<file path="src/rtl/pc_gen_ras.sv">
// pc_gen_ras
// Program-counter generator at the head of the IF stage, with a small
// return-address stack (RAS) used to predict return targets at fetch.
//
// Next PC priority (first match wins): Reset, Trap, Redirect, Stall,
// RAS pop (when not empty), sequential increment.
//
// Ports:
//   CLK            clock, all state changes on the rising edge
//   Reset          synchronous active-low reset (0 = reset)
//   Stall          hold PC and RAS this cycle
//   Trap           jump to TRAP_VECTOR and clear the RAS
//   Redirect       taken branch/jump; load Redirect_PC (word aligned)
//   Redirect_PC    redirect target
//   RAS_Push       a call was fetched; push RAS_Push_Addr
//   RAS_Push_Addr  return address to push
//   RAS_Pop        a return was fetched; next PC = RAS top
//   PC             current fetch PC (registered)
//   PC_Valid       PC is a valid fetch address (registered)
//   Misaligned     one-cycle pulse after a redirect with Redirect_PC[1:0] != 0
//   RAS_Empty      RAS count = 0
//   RAS_Full       RAS count = RAS_DEPTH
module pc_gen_ras #(
  parameter int              XLEN         = 32,
  parameter logic [XLEN-1:0] RESET_VECTOR = 32'h0000_0000,
  parameter logic [XLEN-1:0] TRAP_VECTOR  = 32'h0000_0100,
  parameter int              INC          = 4,
  parameter int              RAS_DEPTH    = 4
) (
  input  logic            CLK,
  input  logic            Reset,
  input  logic            Stall,
  input  logic            Trap,
  input  logic            Redirect,
  input  logic [XLEN-1:0] Redirect_PC,
  input  logic            RAS_Push,
  input  logic [XLEN-1:0] RAS_Push_Addr,
  input  logic            RAS_Pop,
  output logic [XLEN-1:0] PC,
  output logic            PC_Valid,
  output logic            Misaligned,
  output logic            RAS_Empty,
  output logic            RAS_Full
);

  localparam int PW = $clog2(RAS_DEPTH);
  localparam int CW = PW + 1;
  localparam logic [CW-1:0]   DEPTH_CNT = CW'(RAS_DEPTH);
  localparam logic [XLEN-1:0] INC_V     = XLEN'(INC);
  localparam logic [PW-1:0]   PTR_ONE   = PW'(1);
  localparam logic [CW-1:0]   CNT_ONE   = CW'(1);

  logic [XLEN-1:0] pc_reg, pc_next;
  logic            pc_valid_reg;
  logic            misaligned_reg, misaligned_next;
  logic [PW-1:0]   ptr_reg, ptr_next;
  logic [CW-1:0]   cnt_reg, cnt_next;

  logic [XLEN-1:0] ras_mem [RAS_DEPTH];
  logic            wr_en;
  logic [PW-1:0]   wr_idx;
  logic [XLEN-1:0] top_addr;
  logic            ras_empty;
  logic            ras_full;

  assign ras_empty = (cnt_reg == '0);
  assign ras_full  = (cnt_reg == DEPTH_CNT);
  // Small stack: the top entry is read combinationally so a pop can
  // steer the very next PC.
  assign top_addr  = ras_mem[ptr_reg];

  always_comb begin
    pc_next         = pc_reg + INC_V;
    ptr_next        = ptr_reg;
    cnt_next        = cnt_reg;
    misaligned_next = 1'b0;
    wr_en           = 1'b0;
    wr_idx          = ptr_reg + PTR_ONE;

    if (Trap) begin
      pc_next  = TRAP_VECTOR;
      cnt_next = '0;
    end else if (Redirect) begin
      pc_next         = {Redirect_PC[XLEN-1:2], 2'b00};
      misaligned_next = |Redirect_PC[1:0];
    end else if (Stall) begin
      pc_next = pc_reg;
    end else if (RAS_Pop && !ras_empty) begin
      pc_next = top_addr;
      if (RAS_Push) begin
        // Return and call together: the popped entry is replaced in place.
        wr_en  = 1'b1;
        wr_idx = ptr_reg;
      end else begin
        ptr_next = ptr_reg - PTR_ONE;
        cnt_next = cnt_reg - CNT_ONE;
      end
    end else if (RAS_Push) begin
      // Circular buffer: when full, the oldest entry is overwritten and
      // the count saturates.
      wr_en    = 1'b1;
      ptr_next = ptr_reg + PTR_ONE;
      if (!ras_full) begin
        cnt_next = cnt_reg + CNT_ONE;
      end
    end
  end

  always_ff @(posedge CLK) begin
    if (!Reset) begin
      pc_reg         <= RESET_VECTOR;
      pc_valid_reg   <= 1'b0;
      misaligned_reg <= 1'b0;
      ptr_reg        <= '0;
      cnt_reg        <= '0;
    end else begin
      pc_reg         <= pc_next;
      pc_valid_reg   <= 1'b1;
      misaligned_reg <= misaligned_next;
      ptr_reg        <= ptr_next;
      cnt_reg        <= cnt_next;
    end
  end

  // Stack contents carry no reset; writes are blocked while in reset so a
  // push coincident with reset is discarded.
  always_ff @(posedge CLK) begin
    if (Reset && wr_en) begin
      ras_mem[wr_idx] <= RAS_Push_Addr;
    end
  end

  assign PC         = pc_reg;
  assign PC_Valid   = pc_valid_reg;
  assign Misaligned = misaligned_reg;
  assign RAS_Empty  = ras_empty;
  assign RAS_Full   = ras_full;

endmodule

</file>
<file path="config.mk">
export PLATFORM = sky130hd
export DESIGN_NAME = pc_gen_ras
export DESIGN_NICKNAME = d
export VERILOG_FILES = /design/src/rtl/pc_gen_ras.sv
export SDC_FILE = /design/constraint.sdc
export NUM_CORES = 1
export LEC_CHECK = 0
export BUFFER_PORTS_ARGS = -buffer_cell sky130_fd_sc_hd__buf_2
export CAP_MARGIN = 20
export CORE_UTILIZATION = 55
export CTS_CLUSTER_SIZE = 16
export DETAILED_ROUTE_END_ITERATION = 12
export PLACE_DENSITY = 0.77
export REMOVE_ABC_BUFFERS = 1
export SYNTH_ARGS = -nofsm -noshare
export SYNTH_HDL_FRONTEND = slang
export SYNTH_SLANG_ARGS = --single-unit
</file>
<file path="constraint.sdc">
create_clock -name CLK -period 6.05 [get_ports CLK]
set_input_delay 0.605 -clock CLK [delete_from_list [all_inputs] [get_ports CLK]]
set_output_delay 0.605 -clock CLK [all_outputs]
set_load 0.02 [all_outputs]
</file>
==> summary.txt, run 1 <==
Yosys
  • Post-Syn Instances: ~530
  • Post-synth EDFFs: 128
  • Synth cell types: 64
  • Sequential area share after synthesis: 0.619
  • Ys async rst share: 0
  • YS warnings: 0
  • Post-synthesis register bit count: 169
  • Synth Area per Inst: about 14 um2
  • Cell Area, Synth: 0.00753 mm2
  • Top_reg_cell synth: edfxtp_1

Setup path
  • Worst R2R Setup Slack: 2.93 ns
  • Critical path's slowest cell: inv_1
  • Number of cells on the critical path: 8
  • Worst-path cell chain: o31ai_4 > buf_4 > inv_1 > nand3_1 > nand2_1 > xor2_1 > nor3b_2 > buf_4
  • Startpoint types: flip-flop
  • CP bufs+invs: 3
  • Critical path arrival: 3.20 ns
  • Crit-path max cell delay: 0.59 ns
  • FF-to-FF path depth: 8
  • CP endpoint kind: flip-flop
  • CP most frequent cell: buf_4
  • CP max FO: 32
  • Critical path's top delay family: buffers and inverters
  • CP required: 6.12 ns
  • Setup CP Type: reg -> reg

Floorplan
  • Die area: 0.0142 mm2
  • I/O pins: ~110
  • Core Rows: 42
  • Total core area: approximately 0.013 mm2
  • Initial Utilization: 0.566
  • Die Ht: roughly 120 um
  • Die width: between 100 and 150 um

Power and ir drop
  • Peak VDD IR: 237 uV
  • Pwr dens: 276 mW/mm2
  • Leakage: approximately 3.0 nW
  • Total Power: 2.40 mW

Timing
  • Final worst slack: 2.93 ns
  • Final Critical Period: 3.12 ns
  • RSZ-0062 raised after global routing: no
  • Total Negative Setup Slacks: 0 ns
  • Slew Viols, Final: 0
  • # setup viols final: 0
  • Hold Violations, Final: 0
  • Slew headroom: 0.309
  • F_max: 320 MHz
  • Skew final: 0.0135 ns
  • Measured slew at the worst slew-check pin: 1.04 ns
  • Ratio of final minimum period to clock period: 0.516

Clocking
  • CTS buffer count: 17
  • Post-CTS Hold Buffers: 0
  • Post-CTS Setup Bufs: 0
  • H-tree levels: 4
  • CTS max path bufs: 2
  • TritonCTS clock tree: yes
  • Root buffer cell: clkbuf_16
  • Clock latency on the worst-skew pair: roughly 0.44 ns
  • CTS Sinks: 169
  • Clk slew on worst S/H paths: 0.06 ns
  • CTS resizes: 0

Global route
  • Global-route wire length before repair: between 20 and 30 mm
  • Gr ovfl total: 0
  • GRT Resource Usage Total: 0.271
  • Largest net degree at the start of global routing: 43
  • Vias in the first global route: 4,981
  • Initial antenna violation count: 0

Placement
  • Dpl hpwl: ~12 mm
  • Inst Count DP: between 700 and 800
  • IO Port Bufs: ~110
  • GP Congestion: 0.895
  • Pre-CTS setup slack: about 2.8 ns

Run
  • Max-cap violation count: 0

Run status
  • Status: finished clean

Finish
  • Max reg flops: 128
  • Area Overhead vs Synth: 15.4%
  • Share of layout cells above drive strength 1: 0.259
  • Util after Layout: 0.653
  • Commonest non-fill, non-tap cell in the layout: edfxtp_1
  • Layout Nets: 706
  • N_diodes: 0
  • Fillers: 926
  • Layout Cells excl Fill: 822
  • Most frequent cells in the layout: edfxtp_1, buf_2, nand2_1

Drt
  • Via count: 5,197
  • DRC: 0
  • DR WL/cell: 22.1 um
  • Number of DRC markers in iteration 0: between 500 and 600
  • Total detailed-routing wirelength: 18.2 mm
  • Vias/cell: 6.32
  • Final ANT Viol Nets: 0
  • Drt pass-1 iters: 5

Hold path
  • Worst hold path cell count: 2
  • Worst hold-check path type: in -> reg
routing by layer:
metal	up-vias	part of all wire	global-route usage
li1	2309	-	-
met1	2580	0.43	0.391
met2	267	0.47	0.400
met3	41	0.075	0.0632
met4	0	0.025	0.108
met5	-	0	0
path summary, 6_finish.rpt:
kind                        start       endpoint
setup / recovery       cnt_reg[0]  ras_mem[0][6]
hold / removal    Redirect_PC[13]         PC[13]
setup reg to reg       cnt_reg[0]  ras_mem[0][6]
hold reg to reg         flip-flop      flip-flop
metrics by stage:
stage | instance area, um2 | hold WS [ns]
global placement | 8140 | 0.483
detailed placement | 8150 | 0.488
CTS | 8690 | 0.352
finish | 8690 | 0.367
floorplan | 7300 | 0.506
global route | 8690 | 0.354
logic make-up after synthesis:
kind of cell / after synthesis / share of synthesized area
buf+inv: 38 / 0.0326
compound gates: 114 / 0.0962
xor+xnor: 19 / 0.0221
simple gates: 154 / 0.113
flops: 169 / 0.619
mux: 37 / 0.112
fa+ha+maj: 2 / 0.00432
worst register-to-register path, cell delays in order, from the launching register on:
cell     delay [ns]
dfxtp_1        0.53
o31ai_4        0.10
buf_4          0.23
inv_1          0.59
nand3_1        0.20
nand2_1        0.13
xor2_1         0.29
nor3b_2        0.23
buf_4          0.44
power by group:
part	switching, mW	internal (mW)
Sequential	0.0209	1.26
Combinational	0.0747	0.0505
Clock	0.434	0.562
Total	0.529	1.87
synth_stat cells (3+ instances only):
master / count / share of area
nand2b_1: 4 / 0.0033
buf_2: 8 / 0.0053
mux4_1: 19 / 0.066
clkbuf_1: 12 / 0.0060
a21boi_0: 3 / 0.0030
a31oi_1: 9 / 0.0075
a22oi_1: 8 / 0.0080
inv_1: 5 / 0.0025
a22o_1: 4 / 0.0047
a211oi_1: 4 / 0.0040
buf_6: 4 / 0.0060
a21oi_1: 14 / 0.0093
o21ai_0: 33 / 0.022
mux4_2: 13 / 0.039
o22ai_1: 10 / 0.0083
and2_1: 8 / 0.0066
edfxtp_1: 128 / 0.51
nand2_1: 50 / 0.025
nand3_1: 14 / 0.0093
mux2i_1: 5 / 0.0066
and4_1: 5 / 0.0058
a21o_1: 5 / 0.0050
xor2_1: 12 / 0.014
nand4_1: 10 / 0.0083
dfxtp_1: 41 / 0.11
xnor2_1: 7 / 0.0081
nor2_1: 20 / 0.010
o21ai_1: 5 / 0.0033
clkbuf_8: 5 / 0.0091
nor3_1: 9 / 0.0060
and3_1: 10 / 0.0083
o31ai_1: 4 / 0.0040
layout make-up:
class | count | area [um2] | area share
clock buffer | 20 | 437 | 0.0503
clock inverter | 12 | 101 | 0.0117
inverter | 5 | 18.8 | 0.00216
multi-input combinational | 326 | 2650 | 0.305
sequential | 169 | 4670 | 0.537
tap | 176 | 220 | 0.0254
timing repair buffer | 114 | 594 | 0.0684
Note: power is estimated with default switching activity, not from simulation.
==> run 2: changes to the inputs <==
Settings changed: CORE_UTILIZATION 55 to 52, PLACE_DENSITY 0.77 to 0.76.
Clock period 6.05 ns to 2.6 ns, I/O delays scaled along.
==> run 2 against run 1 <==
Against the previous run:
- global-route usage down 1.9 points
- sequential share of layout area is 1.0 points lower
- largest power group unchanged
- maximum frequency rose by 41%
- worst hold slack worse by 0.34 ns
- worst setup slack worse by 2.5 ns
- clock skew decreased by 0.0052 ns
- first-iteration DRC count rose by 3.7%
- power grew 140%
- via count grew 0.54%
- clock power rose to 2.5 times the previous value
==> summary.txt, run 2 (synthesis results as in run 1) <==
Run status
  • Status: finished clean (unchanged)

Hold path
  • Worst hold-check path type: in -> reg (unchanged)

Timing
  • Slew Viols, Final: 0 (unchanged)
  • Skew final: 0.00823 ns (was 0.0135 ns)
  • Total Negative Setup Slacks: 0 ns (unchanged)
  • Final worst slack: 0.382 ns (was 2.93 ns)
  • Hold_ws: 0.0284 ns (was 0.367 ns)
  • Slew headroom: 0.501 (was 0.309)
  • Hold Violations, Final: 0 (unchanged)
  • F_max: 451 MHz (was 320 MHz)
  • Ratio of final minimum period to clock period: 0.853 (was 0.516)
  • Final Critical Period: 2.22 ns (was 3.12 ns)
  • # setup viols final: 0 (unchanged)
  • RSZ-0062 raised after global routing: no (unchanged)
  • Measured slew at the worst slew-check pin: 0.746 ns (was 1.04 ns)

Global route
  • Gr ovfl total: 0 (unchanged)
  • Global-route wire length before repair: 27.8 mm (was 28.2 mm)
  • Largest net degree at the start of global routing: 42 (was 43)
  • Vias in the first global route: 4,972 (was 4,981)
  • GRT Resource Usage Total: 0.253 (was 0.271)
  • Initial antenna violation count: 0 (unchanged)

Finish
  • Area Overhead vs Synth: 17.6% (was 15.4%)
  • Fillers: 1,017 (was 926)
  • Most frequent cells in the layout: edfxtp_1, buf_2, nand2_1 (unchanged)
  • Layout Nets: 714 (was 706)
  • N_diodes: 0 (unchanged)
  • Design Area, Final: 0.00886 mm2 (was 0.00869 mm2)
  • Max reg flops: 128 (unchanged)
  • Commonest non-fill, non-tap cell in the layout: edfxtp_1 (unchanged)
  • Share of layout cells above drive strength 1: 0.275 (was 0.259)

Clocking
  • CTS max path bufs: 2 (unchanged)
  • CTS resizes: 0 (unchanged)
  • Clk slew on worst S/H paths: 0.06 ns (about the same)
  • Post-CTS Hold Buffers: 0 (unchanged)
  • Clock latency on the worst-skew pair: 0.42 ns (was 0.44 ns)
  • Root buffer cell: clkbuf_16 (unchanged)
  • CTS Sinks: 169 (unchanged)
  • TritonCTS clock tree: yes (unchanged)
  • Post-CTS Setup Bufs: 0 (unchanged)
  • CTS buffer count: 17 (unchanged)
  • H-tree levels: 4 (unchanged)

Floorplan
  • Core Rows: 43 (was 42)
  • Die area: 0.0150 mm2 (was 0.0142 mm2)
  • Initial Utilization: 0.538 (was 0.566)
  • I/O pins: 107 (unchanged)
  • Total core area: 0.0140 mm2 (was 0.0133 mm2)
  • Die width: 122 um (was 119 um)
  • Die Ht: 122 um (was 119 um)

Setup path
  • CP endpoint kind: flip-flop (unchanged)
  • Setup CP Type: reg -> reg (unchanged)
  • CP max FO: 32 (unchanged)
  • Critical path arrival: 2.33 ns (was 3.20 ns)
  • Worst-path cell chain: o31ai_4 > buf_4 > nor2_1 > xor2_1 > nor3_2 > buf_12 (was o31ai_4 > buf_4 > inv_1 > nand3_1 > nand2_1 > xor2_1 > nor3b_2 > buf_4)
  • Startpoint types: flip-flop (unchanged)
  • CP required: 2.71 ns (was 6.12 ns)
  • Crit-path max cell delay: 0.41 ns (was 0.59 ns)
  • Critical path's slowest cell: dfxtp_1 (was inv_1)

Drt
  • Via count: 5,225 (was 5,197)
  • Drt pass-1 iters: 6 (was 5)
  • Vias/cell: 6.26 (was 6.32)
  • Final ANT Viol Nets: 0 (unchanged)
  • DR WL/cell: 21.9 um (was 22.1 um)
  • Total detailed-routing wirelength: 18.2 mm (about the same)
  • DRC: 0 (unchanged)
  • Number of DRC markers in iteration 0: 617 (was 595)

Power and ir drop
  • Leakage: 3.14 nW (was 3.05 nW)
  • Peak VDD IR: 521 uV (was 237 uV)
  • Pwr dens: 656 mW/mm2 (was 276 mW/mm2)

Placement
  • GP Congestion: 0.840 (was 0.895)
  • DP Area: 0.00826 mm2 (was 0.00815 mm2)
  • Pre-CTS setup slack: 0.414 ns (was 2.80 ns)
  • Dpl hpwl: 12.4 mm (was 11.9 mm)
  • IO Port Bufs: 106 (unchanged)

Run
  • Max-cap violation count: 0 (unchanged)
## run 2: cell count changes in the layout (fill, tap and decap cells not counted), moves of 2 or more
cell        change
inv_6           +2
buf_12          +4
clkbuf_8        +2
clkinvlp_4      -2
clkinv_4        +4
buf_4           +5
clkinv_1        -4
## run 2: stage by stage
step,utilization,power [mW],cells
after global placement,0.590,3.32,802
after floorplan,-,3.15,500
final,0.633,5.81,834
after CTS,0.633,5.83,834
after detailed placement,0.590,3.33,802
after global routing,0.633,5.97,834
## run 2: path summary, 6_finish.rpt
kind	startpoint	cells past startpoint	endpoint	slack [ns]
worst max-delay path	cnt_reg[0]	6	ras_mem[3][4]	0.38
worst min-delay path	Reset	1	PC_Valid	0.03
worst max register to register	cnt_reg[0]	6	ras_mem[3][4]	0.38
worst min register to register	flip-flop	2	flip-flop	0.46
## run 2: cell type report
cell class	instances	area (um2)	area share
Clock buffer	21	460	0.0520
Clock inverter	11	138	0.0155
Inverter	5	18.8	0.00212
Multi-Input combinational cell	326	2650	0.299
Sequential cell	169	4670	0.527
Tap cell	180	225	0.0254
Timing Repair Buffer	122	701	0.0791
## run 2: worst max-delay path: cells and delay by family, from the launching register on
kind            cells  cell delay (ns)
compound gates      1             0.27
xor+xnor            1             0.20
buf+inv             2             0.59
flops               1             0.41
simple gates        2             0.43
## run 2: report_power, final
group	total, mW	switching (mW)	internal, mW
clock network	2.53	1.05	1.48
logic	0.308	0.183	0.124
registers	2.97	0.0411	2.93
total	5.81	1.27	4.53
## run 2: routing by layer
layer | up-vias | wire length [um] | GRT usage
met4 | 0 | 484 | 0.104
met2 | 271 | 8480 | 0.375
met1 | 2581 | 7870 | 0.362
met5 | - | 0 | 0
li1 | 2323 | - | -
met3 | 50 | 1390 | 0.0544
